===== src/rtl/uart_receiver.sv =====
// ----------------------------------------------------------------------------
// uart_receiver
//   8N1 UART receive path. The asynchronous serial line is synchronised,
//   the start bit is qualified at mid-bit, eight data bits are sampled
//   LSB-first at the end of each bit period counted from that mid-bit
//   point, and the stop bit is checked the same way. A completed byte is
//   held in a one-entry buffer with a valid/ready handshake.
//
//   Build option: define UART_RX_MAJORITY_EN to make every sample (start,
//   data, stop) a 2-of-3 majority of the synchronised line over the three
//   cycles ending at the nominal sample cycle. Undefined: one sample at the
//   nominal cycle.
//
// Parameters
//   CLKS_PER_BIT  clk cycles per bit time (>= 8)
//
// Ports
//   clk        in   system clock
//   rst_n      in   asynchronous active-low reset
//   uart_rx    in   serial line, idle high, asynchronous to clk
//   rx_data    out  received byte, stable while rx_valid=1
//   rx_valid   out  a byte is waiting in the holding register
//   rx_ready   in   consumer takes the byte when rx_valid & rx_ready
//   rx_busy    out  receiver is not idle
//   frame_err  out  1-cycle pulse, stop bit sampled low
//   overrun    out  1-cycle pulse, byte completed while the buffer was full
// ----------------------------------------------------------------------------
module uart_receiver #(
    parameter int CLKS_PER_BIT = 54
) (
    input  logic       clk,
    input  logic       rst_n,
    input  logic       uart_rx,
    output logic [7:0] rx_data,
    output logic       rx_valid,
    input  logic       rx_ready,
    output logic       rx_busy,
    output logic       frame_err,
    output logic       overrun
);

    localparam int CNT_W = $clog2(CLKS_PER_BIT);
    localparam logic [CNT_W-1:0] CNT_LAST = CNT_W'(CLKS_PER_BIT - 1);
    localparam logic [CNT_W-1:0] CNT_HALF = CNT_W'((CLKS_PER_BIT - 1) / 2);

    localparam logic [2:0] ST_IDLE      = 3'd0;
    localparam logic [2:0] ST_START     = 3'd1;
    localparam logic [2:0] ST_DATA      = 3'd2;
    localparam logic [2:0] ST_STOP      = 3'd3;
    localparam logic [2:0] ST_WAIT_HIGH = 3'd4;

    logic             rx_meta_q, rx_s_q;
    logic [2:0]       state_q, state_d;
    logic [CNT_W-1:0] cnt_q, cnt_d;
    logic [2:0]       bit_idx_q, bit_idx_d;
    logic [7:0]       shift_q, shift_d;
    logic [7:0]       rx_data_q, rx_data_d;
    logic             rx_valid_q, rx_valid_d;
    logic             frame_err_q, frame_err_d;
    logic             overrun_q, overrun_d;

    logic             sample;
    logic             byte_done;
    logic             stop_bad;

`ifdef UART_RX_MAJORITY_EN
    // Two previous values of rx_s: [0] is one cycle back, [1] two cycles back.
    logic [1:0] hist_q, hist_d;

    assign hist_d = {hist_q[0], rx_s_q};
    assign sample = (rx_s_q & hist_q[0]) | (rx_s_q & hist_q[1]) | (hist_q[0] & hist_q[1]);

    always_ff @(posedge clk or negedge rst_n) begin
        if (!rst_n) hist_q <= 2'b11;
        else        hist_q <= hist_d;
    end
`else
    assign sample = rx_s_q;
`endif

    // Frame sequencing. The counter restarts at every sample so each bit
    // is taken a whole bit period after the previous one, which places it
    // at mid-bit because the start bit was qualified at its own mid-point.
    always_comb begin
        // NOTE: every signal gets a default before the case so no path
        // leaves one unassigned and no latch is inferred.
        state_d   = state_q;
        cnt_d     = cnt_q;
        bit_idx_d = bit_idx_q;
        shift_d   = shift_q;
        byte_done = 1'b0;
        stop_bad  = 1'b0;

        case (state_q)
            ST_IDLE: begin
                cnt_d = '0;
                if (!rx_s_q) state_d = ST_START;
            end
            ST_START: begin
                if (cnt_q == CNT_HALF) begin
                    cnt_d     = '0;
                    bit_idx_d = '0;
                    // A line back high at mid start bit was only a glitch.
                    state_d   = sample ? ST_IDLE : ST_DATA;
                end else begin
                    cnt_d = cnt_q + CNT_W'(1);
                end
            end
            ST_DATA: begin
                if (cnt_q == CNT_LAST) begin
                    cnt_d     = '0;
                    shift_d   = {sample, shift_q[7:1]};
                    bit_idx_d = bit_idx_q + 3'd1;
                    if (bit_idx_q == 3'd7) state_d = ST_STOP;
                end else begin
                    cnt_d = cnt_q + CNT_W'(1);
                end
            end
            ST_STOP: begin
                if (cnt_q == CNT_LAST) begin
                    cnt_d = '0;
                    if (sample) begin
                        byte_done = 1'b1;
                        state_d   = ST_IDLE;
                    end else begin
                        stop_bad  = 1'b1;
                        state_d   = ST_WAIT_HIGH;
                    end
                end else begin
                    cnt_d = cnt_q + CNT_W'(1);
                end
            end
            ST_WAIT_HIGH: begin
                // A break holds the line low; only re-arm once it is released.
                cnt_d = '0;
                if (rx_s_q) state_d = ST_IDLE;
            end
            default: begin
                state_d = ST_IDLE;
                cnt_d   = '0;
            end
        endcase
    end

    // Holding register and handshake. A take and a completion in the same
    // cycle reload the buffer, so rx_valid stays high with the new byte.
    always_comb begin
        rx_valid_d  = rx_valid_q & ~rx_ready;
        rx_data_d   = rx_data_q;
        overrun_d   = 1'b0;
        frame_err_d = stop_bad;
        if (byte_done) begin
            if (!rx_valid_q || rx_ready) begin
                rx_data_d  = shift_q;
                rx_valid_d = 1'b1;
            end else begin
                overrun_d  = 1'b1;
            end
        end
    end

    always_ff @(posedge clk or negedge rst_n) begin
        if (!rst_n) begin
            // NOTE: the line-side flops reset to the idle level (1) so a
            // release from reset never looks like a start bit; the data
            // holding register is reset as well so rx_data reads 0 after reset.
            rx_meta_q   <= 1'b1;
            rx_s_q      <= 1'b1;
            state_q     <= ST_IDLE;
            cnt_q       <= '0;
            bit_idx_q   <= '0;
            shift_q     <= '0;
            rx_data_q   <= '0;
            rx_valid_q  <= 1'b0;
            frame_err_q <= 1'b0;
            overrun_q   <= 1'b0;
        end else begin
            // NOTE: non-blocking assignments so every flop samples the
            // values from before this edge, which keeps the two-flop
            // synchroniser two flops deep.
            rx_meta_q   <= uart_rx;
            rx_s_q      <= rx_meta_q;
            state_q     <= state_d;
            cnt_q       <= cnt_d;
            bit_idx_q   <= bit_idx_d;
            shift_q     <= shift_d;
            rx_data_q   <= rx_data_d;
            rx_valid_q  <= rx_valid_d;
            frame_err_q <= frame_err_d;
            overrun_q   <= overrun_d;
        end
    end

    assign rx_data   = rx_data_q;
    assign rx_valid  = rx_valid_q;
    assign rx_busy   = (state_q != ST_IDLE);
    assign frame_err = frame_err_q;
    assign overrun   = overrun_q;

endmodule


===== config.mk =====
export PLATFORM = sky130hd
export DESIGN_NAME = uart_receiver
export DESIGN_NICKNAME = d
export VERILOG_FILES = /design/src/rtl/uart_receiver.sv
export SDC_FILE = /design/constraint.sdc
export NUM_CORES = 1
export LEC_CHECK = 0
export BUFFER_PORTS_ARGS = -buffer_cell sky130_fd_sc_hd__buf_2
export CAP_MARGIN = 5
export CELL_PAD_IN_SITES_DETAIL_PLACEMENT = 2
export CELL_PAD_IN_SITES_GLOBAL_PLACEMENT = 2
export CORE_MARGIN = 5
export CORE_UTILIZATION = 30
export CTS_CLUSTER_SIZE = 12
export DETAILED_ROUTE_END_ITERATION = 7
export GPL_TIMING_DRIVEN = 1
export PLACE_DENSITY = 0.69
export SETUP_SLACK_MARGIN = 0.02
export SYNTH_ARGS = -nofsm -noshare
export SYNTH_HDL_FRONTEND = slang
export SYNTH_SLANG_ARGS = --single-unit

===== constraint.sdc =====
create_clock -name clk -period 4.6 [get_ports clk]
set_input_delay 1.38 -clock clk [delete_from_list [all_inputs] [get_ports clk]]
set_output_delay 1.38 -clock clk [all_outputs]
set_load 0.01 [all_outputs]

==> impl_table.tex <==
\begin{tabular}{lr}
\hline
Metric & Value \\
\hline
\multicolumn{2}{l}{\textbf{Power and ir drop}} \\
Fraction of power consumed by combinational cells & 9.2\% \\
Flop pwr share & 54.4\% \\
P\_leak & 0.849 nW \\
Maximum vdd drop & 0.195 mV \\
Clock share of power & a little over a third \\
Power density over cell area & 350 nW/um\^{}2 \\
Cell Int Power & 0.000430 W \\
Net switching power of the design & 0.000169 W \\
Sw Share & 28.2\% \\
\multicolumn{2}{l}{\textbf{STA}} \\
Slew Limit Headroom & 50.8\% \\
Accumulated negative setup slack & 0 ns \\
Slew at the pin closest to its max-slew limit & 0.738 ns \\
Setup repair after global routing missed its margin & false \\
Count of pins over their slew limit & 0 \\
Ratio of final minimum period to clock period & between 50 and 60\% \\
Final hold violation count & 0 \\
FMAX & a little under 400 MHz \\
Final critical delay including setup and external delays & $\sim$2.6 ns \\
Number of endpoints failing setup at the final stage & 0 \\
Final Skew & 0.00577 ns \\
\multicolumn{2}{l}{\textbf{Placement}} \\
IO buf count & 15 \\
Detail Placement HPWL & 2390 um \\
Final weighted congestion in routability-driven placement & 0.794 \\
Standard cell area after detailed placement & around 1600 um\^{}2 \\
\multicolumn{2}{l}{\textbf{Detailed routing}} \\
TritonRoute pass-1 iters & 3 \\
Final routed DRC violation total & 0 \\
DRC marker count from the first detailed-route iteration & 38 \\
Residual antenna-violating net count after detailed routing & 0 \\
Drt via density & 4.71 \\
Routed Wire Length & roughly 3300 um \\
Average detailed-routed wire length per instance & 15.8 um \\
Count of vias placed by the detailed router & 979 \\
\multicolumn{2}{l}{\textbf{CTS}} \\
CTS hold repair buffers & 0 \\
Root Driver & sky130\_fd\_sc\_hd\_\_clkbuf\_8 \\
Clock insertion delay at the later pin of the skew report & 0.29 ns \\
Post-CTS Setup Repair Bufs & 0 \\
Clock transition at the registers of the reported paths & 0.07 ns \\
TritonCTS Buffers & 5 \\
CTS H-tree lvls & 2 \\
CTS Buffer Depth & 2 \\
Quantity of gates resized following cts & 0 \\
TritonCTS Sinks & 33 \\
TritonCTS clock tree & done \\
\multicolumn{2}{l}{\textbf{Finish}} \\
N\_diodes & 0 \\
Count of fill cells added during filler insertion & between 500 and 600 \\
Number of nets in the layout & 149 \\
Share of post-route cells with drive strength above 1 & 31.9\% \\
Flip-flop and latch area & 828 um\^{}2 \\
Combined area of the multi-input logic cells & 614 um\^{}2 \\
Area grow syn2layout & 12.9\% \\
Utilization after layout & 35.6\% \\
Area of all placed cells without fillers & 1710 um\^{}2 \\
\multicolumn{2}{l}{\textbf{Critical path}} \\
Kind of capture point of the worst setup path & primary output \\
Largest stage delay on the critical path & 0.52 ns \\
Sort of element at the start of the critical path & flip-flop \\
Flop2flop setup slack & 2.53 ns \\
RR Startpoint & cnt\_q[1]\$\_DFF\_PN0\_ \\
CP cell instances & inv\_1 -> nand3\_1 -> buf\_2 \\
Endpoint required time on the critical path & 3.22 ns \\
Worst Reg2Reg Path Length in Cells & 6 \\
Crit-path slowest cell & sky130\_fd\_sc\_hd\_\_dfrtp\_1 \\
Crit path kind & flip-flop to primary output \\
Endpoint of the worst-slack reg-to-reg timing path & rx\_data[7]\$\_DFFE\_PN0P\_ \\
Highest fanout seen on the critical path & 9 \\
Worst path arrival time & 1.18 ns \\
\multicolumn{2}{l}{\textbf{Synthesis}} \\
Leading post-synthesis cells by instance count & sky130\_fd\_sc\_hd\_\_dfrtp\_1 (31), sky130\_fd\_sc\_hd\_\_nor2\_1 (12), sky130\_fd\_sc\_hd\_\_mux2\_2 (8), sky130\_fd\_sc\_hd\_\_mux2\_4 (8) \\
Share of the synthesized area in the top cell type & 51.1\% \\
Sequential area share after synthesis & around 55\% \\
Synthesized flop and latch total & 33 \\
Number of different library cells in the post-synthesis netlist & 32 \\
Number of enable flip-flop cells after synthesis & 0 \\
Total standard cell area after synthesis & 1520 um\^{}2 \\
Mean post-synth cell area & 12.3 um\^{}2 \\
Biggest area contributors in the synthesized netlist & sky130\_fd\_sc\_hd\_\_dfrtp\_1 (51\%), sky130\_fd\_sc\_hd\_\_mux2\_4 (7.9\%), sky130\_fd\_sc\_hd\_\_mux2\_2 (5.9\%) \\
Share of synthesized flip-flops with an asynchronous set or reset & 100\% \\
Top-count cell post-synth & sky130\_fd\_sc\_hd\_\_dfrtp\_1 \\
Count of synthesis-stage warnings from yosys & 0 \\
Leading register cell type out of synthesis & sky130\_fd\_sc\_hd\_\_dfrtp\_1 \\
Post-Syn Nets & 132 \\
Post-Syn Instances & between 100 and 150 \\
Cell taking the most area after synthesis & sky130\_fd\_sc\_hd\_\_dfrtp\_1 \\
\multicolumn{2}{l}{\textbf{Hold path}} \\
Min-Delay Path Depth & 0 \\
Worst hold endpoint & rx\_s\_q\$\_DFF\_PN1\_ \\
Type of the most critical hold path & flip-flop to flip-flop \\
Hold Crit Start & rx\_meta\_q\$\_DFF\_PN1\_ \\
\multicolumn{2}{l}{\textbf{Floorplanning}} \\
Starting density of the core & 31.5\% \\
Die Outline Area & around 6600 um\^{}2 \\
Row cnt & 25 \\
I/O pins & 16 \\
Placeable Area & 4820 um\^{}2 \\
Die X-Extent & 81.1 um \\
DIE HEIGHT & 81.1 um \\
\multicolumn{2}{l}{\textbf{GRT}} \\
Aggregate global routing overflow & 0 \\
Global Route Usage Sum & 11.5\% \\
Wire length of the first global-routing pass & 5640 um \\
Antenna violations before repair & 0 \\
Number of global-route vias before repair & between 1k and 1.5k \\
Maximum number of pins on one net before global-route repair & 34 \\
\multicolumn{2}{l}{\textbf{Run}} \\
Max-Cap Viols & 0 \\
\multicolumn{2}{l}{\textbf{Run status}} \\
Run status & complete, no violations \\
\hline
\end{tabular}
worst max path at each step:
stage,start,end
5_1_grt,state_q[1]$_DFFE_PN0P_,rx_busy
3_3_place_gp,rx_ready,rx_data[5]$_DFFE_PN0P_
4_1_cts,state_q[1]$_DFFE_PN0P_,rx_busy
6_report,state_q[1]$_DFFE_PN0P_,rx_busy
2_1_floorplan,rx_ready,rx_data[0]$_DFFE_PN0P_
3_5_place_dp,rx_ready,rx_data[7]$_DFFE_PN0P_
stage by stage:
stage / power (W) / hold slack [ns] / cells / setup WS, ns
after floorplan: 0.000368 / 0.345 / 123 / 2.38
after global placement: 0.000380 / 0.347 / 200 / 2.05
after detailed placement: 0.000388 / 0.369 / 200 / 1.97
after CTS: 0.000610 / 0.377 / 208 / 2.02
after global routing: 0.000635 / 0.386 / 208 / 1.96
final: 0.000599 / 0.378 / 208 / 2.04
critical path: cells and delay by family (launching register included):
family,cells,cell delay (ns)
DFF,1,0.52
buffers and inverters,2,0.28
and+or+nand+nor,1,0.10
layout by cell type, fill, tap and decap left out, drive strengths merged:
master / n
dfrtp: 31
mux2: 16
buf: 15
nor2: 12
inv: 7
nand2: 7
nand3: 6
ha: 5
clkbuf: 5
a21oi: 4
and2: 3
xor2: 3
nand4: 3
nor3: 2
mux2i: 2
a31oi: 2
clkinv: 2
dfstp: 2
and3b: 2
a311oi: 1
o21ai: 1
xnor2: 1
nand2b: 1
nor3b: 1
and4b: 1
and3: 1
o21a: 1
a211oi: 1
o221ai: 1
nor2b: 1
clkinvlp: 1
flip-flops by register name, indices dropped and copies added, names as in the netlist:
register and cells:
cnt_q 6, overrun 1, rx_valid 1, state_q 3, rx_data 8, rx_meta_q 1
frame_err 1, shift_q 8, rx_s_q 1, bit_idx_q 3
cell type report:
cell class,instances,area share [%]
clock buffer,5,4.01
clock inverter,3,1.02
inverter,7,1.53
multi-input combinational,78,35.8
sequential,33,48.3
tap,67,4.89
timing repair buffer,15,4.38
power by group through the flow:
stage	Sequential (W)	Clock (W)	Combinational, W
floorplan	0.000319	0	0.0000492
detailed placement	0.000331	0	0.0000566
CTS	0.000325	0.000228	0.0000570
global route	0.000329	0.000243	0.0000629
finish	0.000326	0.000218	0.0000549
global placement	0.000330	0	0.0000504
metal layers:
layer,wire [um],part of all wire [%],track usage [%],vias up
li1,-,-,-,452
met2,1670,51,19.0,11
met1,1460,44,13.8,510
met5,0,0,0,-
met4,54,1.6,4.56,0
met3,97,3.0,3.99,6
cell families after synthesis:
group	Yosys count	synth area share, %
AND/OR/NAND/NOR	40	14.3
flip-flops	33	54.6
multiplexers	18	15.2
buffers and inverters	12	4.95
AO/OA/AOI/OAI	11	4.62
adder cells (fa/ha/maj)	5	4.12
XOR/XNOR	4	2.31
No activity file was read; power rests on OpenSTA's default activity.
